$ cat src/rtl/para_pipe_reg.sv
// Elastic DEPTH-stage pipeline register with valid/ready handshake, bubble collapsing,
// synchronous flush and occupancy count. Define PARA_PIPE_PARITY_EN for per-stage parity.
module para_pipe_reg #(
  parameter int unsigned W     = 32,
  parameter int unsigned DEPTH = 2,
  localparam int unsigned CW   = $clog2(DEPTH + 1)
) (
  input  logic          clk,
  input  logic          rst_n,
  input  logic          flush,
  input  logic          in_valid,
  input  logic [W-1:0]  in_data,
  output logic          in_ready,
  output logic          out_valid,
  output logic [W-1:0]  out_data,
  input  logic          out_ready,
  output logic [CW-1:0] count,
  output logic          parity_err
);

  logic [DEPTH-1:0]        valid_q;
  logic [DEPTH-1:0][W-1:0] data_q;
  logic [CW-1:0]           count_q;

  logic [DEPTH:0]          rdy;
  logic [DEPTH-1:0]        load_v;
  logic [DEPTH-1:0][W-1:0] load_d;
  logic                    accept;
  logic                    emit;

  // A stage is ready when empty or when everything downstream of it moves.
  always_comb begin
    rdy        = '0;
    rdy[DEPTH] = out_ready;
    for (int i = DEPTH - 1; i >= 0; i--) begin
      rdy[i] = ~valid_q[i] | rdy[i+1];
    end
  end

  assign in_ready  = rdy[0] & ~flush;
  assign accept    = in_valid & in_ready;
  assign out_valid = valid_q[DEPTH-1];
  assign out_data  = data_q[DEPTH-1];
  assign emit      = out_valid & out_ready;
  assign count     = count_q;

  always_comb begin
    load_v    = '0;
    load_d    = '0;
    load_v[0] = accept;
    load_d[0] = in_data;
    for (int i = 1; i < DEPTH; i++) begin
      load_v[i] = valid_q[i-1];
      load_d[i] = data_q[i-1];
    end
  end

  always_ff @(posedge clk or negedge rst_n) begin
    if (!rst_n) begin
      valid_q <= '0;
      data_q  <= '0;
      count_q <= '0;
    end else if (flush) begin
      // Data registers keep their contents; only the valid bits are dropped.
      valid_q <= '0;
      count_q <= '0;
    end else begin
      for (int i = 0; i < DEPTH; i++) begin
        if (rdy[i]) begin
          valid_q[i] <= load_v[i];
          if (load_v[i]) data_q[i] <= load_d[i];
        end
      end
      if (accept && !emit) begin
        count_q <= count_q + CW'(1);
      end else if (emit && !accept) begin
        count_q <= count_q - CW'(1);
      end
    end
  end

`ifdef PARA_PIPE_PARITY_EN
  logic [DEPTH-1:0] par_q;
  logic [DEPTH-1:0] load_p;
  logic             parity_err_q;

  always_comb begin
    load_p    = '0;
    load_p[0] = ^in_data;
    for (int i = 1; i < DEPTH; i++) begin
      load_p[i] = par_q[i-1];
    end
  end

  always_ff @(posedge clk or negedge rst_n) begin
    if (!rst_n) begin
      par_q        <= '0;
      parity_err_q <= 1'b0;
    end else if (flush) begin
      parity_err_q <= 1'b0;
    end else begin
      for (int i = 0; i < DEPTH; i++) begin
        if (rdy[i] && load_v[i]) par_q[i] <= load_p[i];
      end
      if (emit) parity_err_q <= (^out_data) != par_q[DEPTH-1];
    end
  end

  assign parity_err = parity_err_q;
`else
  assign parity_err = 1'b0;
`endif

endmodule
$ cat config.mk
export PLATFORM = sky130hd
export DESIGN_NAME = para_pipe_reg
export DESIGN_NICKNAME = d
export VERILOG_FILES = /design/src/rtl/para_pipe_reg.sv
export SDC_FILE = /design/constraint.sdc
export NUM_CORES = 1
export LEC_CHECK = 0
export BUFFER_PORTS_ARGS = -buffer_cell sky130_fd_sc_hd__buf_2
export CAP_MARGIN = 20
export CELL_PAD_IN_SITES_DETAIL_PLACEMENT = 0
export CELL_PAD_IN_SITES_GLOBAL_PLACEMENT = 2
export CORE_MARGIN = 5
export CORE_UTILIZATION = 33
export DETAILED_ROUTE_END_ITERATION = 16
export PLACE_DENSITY_LB_ADDON = 0.1
export SLEW_MARGIN = 5
export SYNTH_ARGS = -nofsm -noshare
export SYNTH_HDL_FRONTEND = slang
export SYNTH_SLANG_ARGS = --single-unit
$ cat constraint.sdc
create_clock -name clk -period 1.6 [get_ports clk]
set_input_delay 0.24 -clock clk [delete_from_list [all_inputs] [get_ports clk]]
set_output_delay 0.24 -clock clk [all_outputs]
set_load 0.02 [all_outputs]
Word level (Yosys, flattened, before mapping)

Index checks and enable logic that the tools add are counted.
W data, S select, Z words.

Muxes and demuxes: 6
Bitwise logic cells: 8
Add/sub/neg operators: 2
Reduce and logical (&&, ||, !) cells: 9

Operator list:

| operator              | count |
|---|---|
| $mux W2               | 4 |
| $reduce_and A3 Y1     | 2 |
| $reduce_bool A2 Y1    | 2 |
| $and A1 B1 Y1         | 3 |
| $not A1 Y1            | 3 |
| $reduce_bool A3 Y1    | 1 |
| $add A2 B1 Y2 const B | 1 |
| $logic_and A1 B1 Y1   | 2 |
| $logic_not A1 Y1      | 2 |
| $mux W1               | 2 |
| $or A1 B1 Y1          | 2 |
| $sub A2 B1 Y2 const B | 1 |

Register bits after elaboration: 68
Output and inout port bits: 37
Logic and storage cells: 30

Longest topological paths before layout

Gate-level depths: netlist (run 1).

Depth after elaboration: 10
Gate-level depth with buffers: 6
Depth with buffers taken out: 4

Least setup slack after synthesis (run 1)

No wires, ideal clock.

Kind: register to register
Start: register valid_q[1]
End: register data_q[10] in the netlist's numbering
Cell stages (with the launch flop): 6
Arrival: 1.619 ns
Required time: 1.475 ns
Library setup time: 0.125 ns
Clock period less this slack: 1.744 ns
Path slack: -0.144 ns
Cell sequence: dfrtp_1 and3b_1 or3b_1 buf_6 buf_12 mux2_4

Longest elaborated chain between the ends: 6

RTL lines:

| item                                 | RTL line | RTL |
|---|---|---|
| from (decl)                          | 21       | `logic [DEPTH-1:0] valid_q;` |
| from (signal, indexed assignment)    | 70       | `valid_q[i] <= load_v[i];` |
| $not A1 Y1 *                         | 36       | `rdy[i] = ~valid_q[i] \| rdy[i+1];` |
| $or A1 B1 Y1 * (2 in series)         | 36       |  |
| $and A1 B1 Y1                        | 40       | `assign in_ready = rdy[0] & ~flush;` |
| $and A1 B1 Y1                        | 41       | `assign accept = in_valid & in_ready;` |
| $reduce_and A3 Y1 (no source line) * | --       |  |
| to (signal, indexed assignment)      | 71       | `if (load_v[i]) data_q[i] <= load_d[i];` |
| to (decl)                            | 22       | `logic [DEPTH-1:0][W-1:0] data_q;` |

Mark *: on every way between the ends. The rest lies on a longest branch, timed or not.
A chain may end at the register's enable or synchronous reset.

Worst setup path after layout (run 1)

Start: register valid_q[1]
End: register data_q[30] in the netlist's numbering

The elaborated chain is that of the path after synthesis.

==> results by group, run 1 <==
Synth
  • Post-synthesis cell type count: 24
  • Mux contribution to synthesized area: 0.275
  • Syn Inst Count: 197
  • EDFF count, synth: 0
  • Adder-Cell Fraction of Synth Area: 0
  • Synth Register Bits: 68
  • Synth warn: 0
  • XOR/XNOR Fraction of Synth Area: 0.00290
  • Post-Syn Area: 3020 um^2
  • Largest family of logic cells by synthesized area: multiplexers
  • Async set-reset flop share out of synthesis: 1.00
  • Syn_nets: 234
  • Post-synthesis compound-gate area fraction: 0.0120
  • Avg Inst Size Synth: 15.3 um^2
  • Most common flop cell mapped by yosys: dfrtp_1
  • Sequential area share after synthesis: 0.563
  • Synth Area in Simple Gates: 0.0311

Layout
  • Fin nets: 291
  • Proportion of layout cells with a drive suffix above 1: 0.659
  • FF/Latch Area: 1700 um^2
  • Antenna cells: 0
  • Layout area overhead: 21.3%
  • Filler cells: 868
  • Multi-input logic area: 1030 um^2

Global route
  • Met1 usage: 0.133
  • Total GRT Usage: 0.107
  • Pin count of the biggest net entering global routing: 69
  • First-pass GRT wire length: 9130 um
  • Vias in the first global route: 1,749
  • Initial antenna violation count: 0
  • Grt ovf: 0
  • GR Layer Usage met2: 0.163
  • Gr busiest metal: met2
  • Met3 Track Usage GR: 0.0514

CTS
  • Clk buf depth: 2
  • CTS tree: yes
  • CTS buffer count: 9
  • CTS sink cnt: 68
  • H-Tree Depth: 3
  • Root Buffer: clkbuf_8
  • Clock latency on the worst-skew pair: 330 ps
  • Clock slew at reported path FFs: 70 ps

Detailed routing
  • Via count: 1,645
  • Pre-Repair DR Iteration Count: 4
  • DR vias/cell: 4.46
  • Drt drc: 0
  • Post-route ant nets: 0
  • DRT iter0 DRCs: 51
  • DR WL/cell: 15.5 um
  • Final wirelength: 5720 um

Timing
  • Final hold violation count: 0
  • Slew Viols, Final: 0
  • Fmax: 615 MHz
  • Min Tclk post-route: 1630 ps
  • Setup_tns: -557 ps
  • Final Cycle Share: 1.02
  • Skew final: 4.46 ps
  • Finish-stage setup viols: 29
  • Post-route setup slack: -26.6 ps
  • RSZ-0062 raised after global routing: yes

Power
  • Cell Pwr Density: 1400 nW/um^2
  • P_leak: 1.81 nW
  • Power, Total: 5.12 mW
  • Worst VDD drop: 465 uV

Run status
  • Status: complete, but fails checks
  • Failing checks: setup timing

Worst setup path
  • Setup CP Type: flop to flop
  • Crit path capture type: flop
  • R2R Setup Slk: -30 ps
  • Reg2reg end: data_q[30]
  • Worst reg-to-reg path cell count: 4
  • Critical path required time: 1820 ps
  • Worst EP arrival: 1840 ps
  • Setup crit start kind: flop
  • Crit path max fanout: 10
  • RR Startpoint: valid_q[1]

Place
  • Routability-driven placement congestion ratio: 0.686
  • I/O Buffers: 72
  • DP HPWL: 3680 um

Die
  • DIE AREA: 11,200 um^2
  • Die height: 106 um
  • Number of I/O pins: 74
  • Die extent in x: 106 um
  • Initial Util: 0.333
  • CORE AREA: 9060 um^2
  • FP Rows: 35

Min path
  • HP Class: primary input to flop
  • Hold Crit Start: in_data[28]
  • Hold Path End: data_q[28]
  • Hold Path Stages: 2

Job
  • Total of max-cap violations: 0
## routing by layer
layer / up-vias / share of wire
li1: 750 / -
met1: 843 / 0.44
met2: 47 / 0.48
met3: 5 / 0.068
met4: 0 / 0.012
met5: - / 0
## final cells by class
class	count	area share
clock buffers	9	0.0338
clock inverters	6	0.0242
inverters	2	0.00205
multi-input cells	86	0.281
flip-flops and latches	68	0.465
well taps	111	0.0379
repair buffers	87	0.156
## metrics by stage
stage                     hold WS [ps]   util  area [um^2]  setup slack (ps)  instances
after floorplan                  -55.6      -         3030              -107        197
after global placement             300  0.365         3310             -92.5        349
after detailed placement           299  0.365         3310              -113        349
after CTS                          109  0.394         3570             -62.5        366
after global routing               103  0.404         3660             -75.4        369
final                              130  0.404         3660             -26.6        369
## cells in the mapped netlist (2+ instances only)
library cell  number  area share
mux2_2            35        0.13
mux2_4            29        0.14
buf_12             3       0.020
nor2_1             7      0.0087
buf_2              4      0.0066
dfrtp_1           68        0.56
inv_1              2      0.0025
buf_4             33       0.082
## timing repair
item	CTS	global route
pin swaps	1	1
gates cloned	1	1
setup buffers	0	2
gates resized for setup	3	15
hold buffers	1	0
endpoints found under the setup margin	43	58
hold endpoints to repair	68	0
## state kept, by name, summed over array words and instances, names as in the netlist
register  flops
data_q       32
out_data     32
count         2
valid_q       2
## power breakdown
part	switching (mW)	internal (mW)	total (mW)
Sequential	0.193	2.10	2.29
Clock	0.655	0.871	1.53
Combinational	0.637	0.670	1.31
Total	1.49	3.64	5.12
## cell families (layout without fill, tap and decap cells)
family / count (synthesis) / in the layout
other cells: 1 / 1
mux: 64 / 64
flops: 68 / 68
xor+xnor: 1 / 1
simple gates: 15 / 15
buf+inv: 43 / 104
compound gates: 5 / 5
## worst max-delay path, cell delays in order, from the launching register on
cell and delay, ps:
dfrtp_2 410, and3b_1 180, or3b_4 440, buf_6 180, mux2_4 300
## how the worst max path moves through the flow
stage,cells after the start,start,end,slack (ps)
CTS,4,valid_q[1],data_q[7],-60
global placement,5,out_ready,data_q[16],-90
floorplan,5,valid_q[1],data_q[10],-110
global route,4,valid_q[1],data_q[25],-80
finish,4,valid_q[1],data_q[30],-30
detailed placement,4,valid_q[1],data_q[23],-110
## placed cells by master (no fill, tap or decap), types with 2 or more instances in the layout
cell | Yosys | final
buf_2 | 4 | 71
dfrtp_1 | 68 | 67
mux2_4 | 29 | 42
mux2_2 | 35 | 22
clkbuf_8 | 0 | 9
nor2_1 | 7 | 7
buf_4 | 33 | 7
buf_12 | 3 | 4
inv_1 | 2 | 2
clkinvlp_4 | 0 | 2
bufinv_16 | 0 | 2
buf_6 | 1 | 2
Note: power is estimated with default switching activity, not from simulation.
==> run 2: changes to the inputs <==
CAP_MARGIN = default   (was 20)
REMOVE_ABC_BUFFERS = 1   (was default)
SLEW_MARGIN = 20   (was 5)
==> results by group, run 2 (same netlist as run 1, synthesis figures left out) <==
Place
  • Placed cells: 352
  • DP HPWL: 3840 um
  • I/O Buffers: 72
  • Routability-driven placement congestion ratio: 0.684

Min path
  • HP Class: primary input to flop

Power
  • P_leak: 1.87 nW
  • Cell Pwr Density: 1310 nW/um^2
  • Worst VDD drop: 430 uV

Timing
  • Skew final: 7.07 ps
  • Fmax: 617 MHz
  • Post-route setup slack: -20.6 ps
  • RSZ-0062 raised after global routing: yes
  • Final hold violation count: 0
  • Finish-stage setup viols: 24
  • Final Cycle Share: 1.01
  • Min Tclk post-route: 1620 ps
  • Setup_tns: -223 ps
  • Slew Viols, Final: 0

Die
  • FP Rows: 35
  • Die extent in x: 106 um
  • Initial Util: 0.333
  • Number of I/O pins: 74
  • Die height: 106 um
  • DIE AREA: 11,200 um^2
  • CORE AREA: 9060 um^2

CTS
  • H-Tree Depth: 3
  • CTS buffer count: 9
  • Clock latency on the worst-skew pair: 330 ps
  • CTS sink cnt: 68
  • CTS tree: yes
  • Root Buffer: clkbuf_8
  • Clock slew at reported path FFs: 70 ps
  • Clk buf depth: 2

Detailed routing
  • Pre-Repair DR Iteration Count: 3
  • DR vias/cell: 4.43
  • DRT iter0 DRCs: 31
  • DR WL/cell: 16.7 um
  • Post-route ant nets: 0
  • Final wirelength: 6200 um
  • Drt drc: 0
  • Via count: 1,647

Layout
  • Layout area overhead: 23.4%
  • Fin nets: 294
  • Commonest non-fill, non-tap cell in the layout: buf_2
  • Proportion of layout cells with a drive suffix above 1: 0.670
  • Most frequent cells in the layout: buf_2, dfrtp_1, mux2_4
  • Non-Filler Instances: 372
  • Antenna cells: 0
  • Filler cells: 866

Global route
  • Total GRT Usage: 0.108
  • Initial antenna violation count: 0
  • Grt ovf: 0
  • Pin count of the biggest net entering global routing: 33
  • First-pass GRT wire length: 9290 um
  • Vias in the first global route: 1,773

Run status
  • Status: complete, but fails checks
  • Failing checks: setup timing

Worst setup path
  • Crit path capture type: flop
  • Critical path required time: 1820 ps
  • Setup CP Type: flop to flop
  • Worst EP arrival: 1840 ps
  • R2R Setup Slk: -20 ps
  • Setup crit start kind: flop
  • Crit path max fanout: 7

Job
  • Total of max-cap violations: 0
[run 2: layer usage]
metal / track usage / vias to the layer above / part of all wire
met5: 0 / - / 0
met4: 0.0416 / 0 / 0.011
met3: 0.0441 / 5 / 0.047
met2: 0.159 / 44 / 0.47
met1: 0.141 / 839 / 0.47
li1: - / 759 / -
[run 2: worst paths after layout]
check | startpoint | end | cells after the start
min reg2reg | data_q[2] | out_data[2] | 1
max reg2reg | valid_q[1] | data_q[27] | 4
min | in_data[7] | data_q[7] | 2
max | valid_q[1] | data_q[27] | 4
min in group asynchronous | rst_n | out_data[3] | 2
max in group asynchronous | rst_n | data_q[16] | 3
[run 2: power breakdown]
group | switching [mW] | internal [mW] | total, mW
combinational | 0.660 | 0.756 | 1.42
clock | 0.637 | 0.539 | 1.18
sequential | 0.201 | 2.10 | 2.30
[run 2: cell type report]
class                           count  area, um^2  share of cell area
Inverter                            2        7.51             0.00201
Timing Repair Buffer               90         608               0.163
Clock inverter                      6        32.5             0.00873
Sequential cell                    68        1700               0.457
Clock buffer                        9         124              0.0332
Multi-Input combinational cell     86        1110               0.299
Tap cell                          111         139              0.0373
[run 2: repair_timing]
item                                    4_1_cts  5_1_grt
resized for setup                             2       40
buffers inserted                              0        1
cloned                                        0        3
pin swaps                                     0        1
endpoints found under the setup margin       34       61
hold buffers                                  1        0
hold endpoints to repair                     16        0
[run 2: critical path: stages, from the launching register on]
cell,delay (ps)
dfrtp_1,400
and3b_1,180
or3b_4,410
buf_4,200
mux2_4,300
[run 2: through the flow]
step	util	setup WS [ps]	hold slack [ps]	power, mW	area [um^2]
floorplan	-	-960	-55.6	3.08	2680
global placement	0.368	-93.0	224	3.56	3330
detailed placement	0.368	-123	223	3.57	3330
CTS	0.387	-24.0	110	4.80	3510
global route	0.411	-83.1	103	5.16	3730
finish	0.411	-20.6	133	4.89	3730
